## src/rtl/fifo_write_arbiter.sv

```systemverilog
// fifo_write_arbiter: round-robin arbiter sharing one FIFO write port among
// NUM_REQ producers. The winning word is tagged with its source ID and
// registered onto wr_en/din; stalls caused by a full FIFO are counted.
`timescale 1ns/1ps
module fifo_write_arbiter #(
    parameter int NUM_REQ    = 4,
    parameter int DATA_WIDTH = 8,
    parameter int ID_WIDTH   = 2
) (
    input  logic                           clk,
    input  logic                           rst,
    input  logic [NUM_REQ-1:0]             req_valid,
    input  logic [NUM_REQ*DATA_WIDTH-1:0]  req_data,
    output logic [NUM_REQ-1:0]             req_ready,
    input  logic                           full,
    output logic                           wr_en,
    output logic [ID_WIDTH+DATA_WIDTH-1:0] din,
    output logic [ID_WIDTH-1:0]            last_grant,
    output logic [15:0]                    drop_stall
);

    localparam logic [ID_WIDTH-1:0] RESET_GRANT = ID_WIDTH'(NUM_REQ - 1);

    // Saturating increment: the stall counter sticks at all-ones.
    function automatic logic [15:0] sat_inc16(input logic [15:0] v);
        if (v == 16'hFFFF) begin
            return v;
        end
        return v + 16'd1;
    endfunction

    logic                           wr_en_q, wr_en_d;
    logic [ID_WIDTH+DATA_WIDTH-1:0] din_q, din_d;
    logic [ID_WIDTH-1:0]            last_grant_q, last_grant_d;
    logic [15:0]                    drop_stall_q, drop_stall_d;

    logic                           grant_ok;
    logic                           found;
    logic [ID_WIDTH-1:0]            win_id;
    logic [DATA_WIDTH-1:0]          win_data;
    logic [NUM_REQ-1:0]             win_onehot;

    // Round-robin search starting one past the previous winner; full or
    // reset suppresses every grant, which also freezes the pointer.
    always_comb begin
        found      = 1'b0;
        win_id     = '0;
        win_data   = '0;
        win_onehot = '0;
        for (int k = 1; k <= NUM_REQ; k++) begin
            for (int i = 0; i < NUM_REQ; i++) begin
                if (!found && req_valid[i] &&
                    ((int'(last_grant_q) + k) % NUM_REQ) == i) begin
                    found         = 1'b1;
                    win_id        = ID_WIDTH'(i);
                    win_data      = req_data[i*DATA_WIDTH +: DATA_WIDTH];
                    win_onehot[i] = 1'b1;
                end
            end
        end
        grant_ok  = !rst && !full && found;
        req_ready = grant_ok ? win_onehot : '0;
    end

    // Next-state for the registered write stage and the stall counter.
    always_comb begin
        wr_en_d      = grant_ok;
        din_d        = grant_ok ? {win_id, win_data} : '0;
        last_grant_d = grant_ok ? win_id : last_grant_q;
        drop_stall_d = (full && (|req_valid)) ? sat_inc16(drop_stall_q) : drop_stall_q;
    end

    // Output registers; reset discards any pending write.
    always_ff @(posedge clk) begin
        if (rst) begin
            wr_en_q      <= 1'b0;
            din_q        <= '0;
            last_grant_q <= RESET_GRANT;
            drop_stall_q <= 16'd0;
        end else begin
            wr_en_q      <= wr_en_d;
            din_q        <= din_d;
            last_grant_q <= last_grant_d;
            drop_stall_q <= drop_stall_d;
        end
    end

    assign wr_en      = wr_en_q;
    assign din        = din_q;
    assign last_grant = last_grant_q;
    assign drop_stall = drop_stall_q;

    // At most one requester may be accepted per cycle.
    always @(posedge clk) begin
        assert ($onehot0(req_ready));
    end

endmodule

```

## config.mk

```make
export PLATFORM = sky130hd
export DESIGN_NAME = fifo_write_arbiter
export DESIGN_NICKNAME = d
export VERILOG_FILES = /design/src/rtl/fifo_write_arbiter.sv
export SDC_FILE = /design/constraint.sdc
export NUM_CORES = 1
export LEC_CHECK = 0
export BUFFER_PORTS_ARGS = -buffer_cell sky130_fd_sc_hd__buf_4
export CORE_UTILIZATION = 42
export CTS_CLUSTER_DIAMETER = 120
export CTS_CLUSTER_SIZE = 20
export DETAILED_ROUTE_END_ITERATION = 12
export PLACE_DENSITY = 0.68
export SLEW_MARGIN = 0
export SYNTH_ARGS = -nofsm -noshare
export SYNTH_HDL_FRONTEND = slang
export SYNTH_SLANG_ARGS = --single-unit
```

## constraint.sdc

```tcl
create_clock -name clk -period 2.65 [get_ports clk]
set_clock_uncertainty 0.15 [all_clocks]
set_input_delay 0.53 -clock clk [delete_from_list [all_inputs] [get_ports clk]]
set_output_delay 0.53 -clock clk [all_outputs]
set_load 0.005 [all_outputs]
```

==> results.json <==
{
  "status": "completed",
  "timing.final.crit_share_pct": 92.39,
  "slew-limit-headroom_pct": 70.55,
  "drive_above_1_share_pct": 29.65,
  "startpoint_type": "flip-flop",
  "post_cts.repair.setup_buffers": 0,
  "root_buffer": "clkbuf_8",
  "cts_resized": 0,
  "ys_ff_latch": 29,
  "port_buffers": 71,
  "grt_pass1_wl_mm": 11.54,
  "place_congestion": 0.9592,
  "internal_power_mw": 0.7865,
  "dp.final_hpwl_mm": 5.671,
  "first_iter_violations": 184,
  "clk_latency_ns": 0.29,
  "synth_edf_count": 0,
  "final_cell_mix": "buf_4 (81), nor2_1 (32), dfxtp_1 (28)",
  "syn_inst": 300,
  "wl_mm": 7.651,
  "dieHeight_um": 75.31,
  "tightestPinTransition_ns": 0.4401,
  "rsz0062_at_grt": "false",
  "ys_seq_area_share_pct": 25.72,
  "pwr-share-comb_pct": 27.5,
  "drv_slew": 0,
  "syn_area_mm2": 0.002257,
  "synth-main-ff-cell": "dfxtp_1",
  "power-per-cell-area_mw_per_mm2": 391.6,
  "fmax_mhz": 408.4,
  "globalRouteTotalUtil_pct": 27.42,
  "first_global_vias": 2314,
  "start_util_pct": 43.91,
  "ant_nets": 0,
  "cp_cell_sequence": "buf_12, nor2b_1, nor2_1, o21ba_2, o21ai_2, nor2_1, buf_4",
  "cts_tree": "done",
  "cpPeakStageDelay_ns": 0.54,
  "antenna_cells": 0,
  "path_class": "reg2out",
  "coreArea_mm2": 0.005140,
  "worstPathArrival_ns": 1.77,
  "die_area_mm2": 0.005672,
  "sw_frac_of_total_pct": 32.36,
  "final-hold-violation-count": 0,
  "final_common_cell": "buf_4",
  "firstDrtPassIters": 5,
  "drv_cap": 0,
  "switching_power_mw": 0.3762,
  "seq_power_share_pct": 40.7,
  "finalPower_mw": 1.163,
  "crit_top_cell": "nor2_1",
  "finalSetupTns_ns": 0,
  "clkTransAtPathRegs_ns": 0.07,
  "clock_sinks": 29,
  "min_period_ns": 2.448,
  "vias": 2704,
  "final_util_pct": 57.77,
  "gr-total-overflow": 0,
  "ys_warn_count": 0,
  "clock_path_buffers": 2,
  "avgViaCountPerCell": 6.132,
  "drc": 0,
  "grt_max_degree": 21,
  "pwr-share-clk_pct": 31.9,
  "max-vdd-ir-drop_uv": 246.4,
  "ios": 72,
  "nets": 410,
  "synth_nets": 340,
  "setup_viol": 0,
  "async_flop_share_pct": 0,
  "numCtsBuffers": 5,
  "rows": 26,
  "area_delta_synth_final_pct": 31.54,
  "synth.distinct_cells": 57,
  "antenna_found_initial": 0,
  "synth_area_per_cell_um2": 7.524,
  "die_width_um": 75.31,
  "leakage_nw": 1.195,
  "cp.required_ns": 1.97,
  "wl_per_cell_um": 17.35,
  "hold_buffers": 0,
  "cp_slowest_cell": "dfxtp_1",
  "h-tree-depth": 2,
  "hp-class": "reg2reg",
  "end_kind": "output pin",
  "worstPathMaxFanout": 18
}
[metal layers]
| layer | global-route usage (%) | part of all wire [%] | vias to the layer above |
|---|---|---|---|
| met5 | 0 | 0 | - |
| met4 | 10.91 | 2.3 | 0 |
| met3 | 7.011 | 9.9 | 25 |
| met2 | 40.97 | 44 | 152 |
| met1 | 37.76 | 44 | 1246 |
| li1 | - | - | 1281 |
[area by class of cell]
class | instances | area, um^2
well taps | 70 | 87.58
repair buffers | 82 | 628.1
multi-input cells | 241 | 1544
clock buffers | 5 | 68.82
flip-flops and latches | 29 | 581.8
inverters | 11 | 41.29
clock inverters | 3 | 17.52
fillers | 521 | 2171
[metrics by stage]
| stage | instance area [um^2] | hold WS (ns) | setup slack, ns | cells |
|---|---|---|---|---|
| global route | 2969 | 0.4024 | 0.08207 | 441 |
| CTS | 2964 | 0.3666 | 0.07149 | 441 |
| detailed placement | 2878 | 0.3522 | 0.3165 | 433 |
| floorplan | 2257 | 0.3368 | 0.5770 | 300 |
| finish | 2969 | 0.3663 | 0.2016 | 441 |
| global placement | 2878 | 0.3470 | 0.3541 | 433 |
[power by group through the flow]
stage	Clock, mW	Combinational (mW)	Sequential [mW]
final	0.371	0.319	0.473
after global routing	0.403	0.347	0.476
after CTS	0.387	0.313	0.472
after detailed placement	0	0.312	0.482
after global placement	0	0.312	0.482
after floorplan	0	0.173	0.475
[final timing paths]
path / start / end / slack, ns / depth (start not counted)
worst min register to register: drop_stall[11]$_SDFFE_PP0P_ / drop_stall[11]$_SDFFE_PP0P_ / 0.37 / 2
worst max register to register: last_grant[0]$_SDFFE_PP1P_ / din[3]$_SDFF_PP0_ / 0.48 / 5
worst min-delay path: drop_stall[11]$_SDFFE_PP0P_ / drop_stall[11]$_SDFFE_PP0P_ / 0.37 / 2
worst max-delay path: last_grant[0]$_SDFFE_PP1P_ / req_ready[3] / 0.20 / 7
[worst max-delay path, delay by kind of cell (launching register included)]
family,cells,cell delay [ns]
AND/OR/NAND/NOR,3,0.37
buffers and inverters,2,0.32
AO/OA/AOI/OAI,2,0.24
flip-flops,1,0.54
[cell usage after synthesis, drive strengths merged, types with 7 or more instances]
master,number,area share [%]
a211oi,7,2.3
a21oi,13,2.9
a22oi,17,5.7
and2,7,2.1
buf,12,3.0
clkbuf,7,1.2
dfxtp,29,26
inv,11,1.8
nand2,21,3.6
nand3,13,3.3
nor2,32,5.3
nor3,12,2.9
o21ai,23,5.1
o22ai,15,4.2
or3,7,1.9
xnor2,9,3.5
[kinds of logic after synthesis]
| group | after synthesis | synth area share [%] |
|---|---|---|
| multiplexers | 4 | 1.774 |
| flip-flops | 29 | 25.72 |
| XOR/XNOR | 11 | 4.269 |
| buffers and inverters | 30 | 6.043 |
| AND/OR/NAND/NOR | 119 | 27.94 |
| adder cells (fa/ha/maj) | 1 | 0.5542 |
| AO/OA/AOI/OAI | 106 | 33.70 |
[flip-flops by register name (all words and copies together), names as in the netlist]
| signal | flops |
|---|---|
| drop_stall | 16 |
| wr_en | 1 |
| din | 10 |
| last_grant | 2 |
Power figures use the tool's default switching activity.
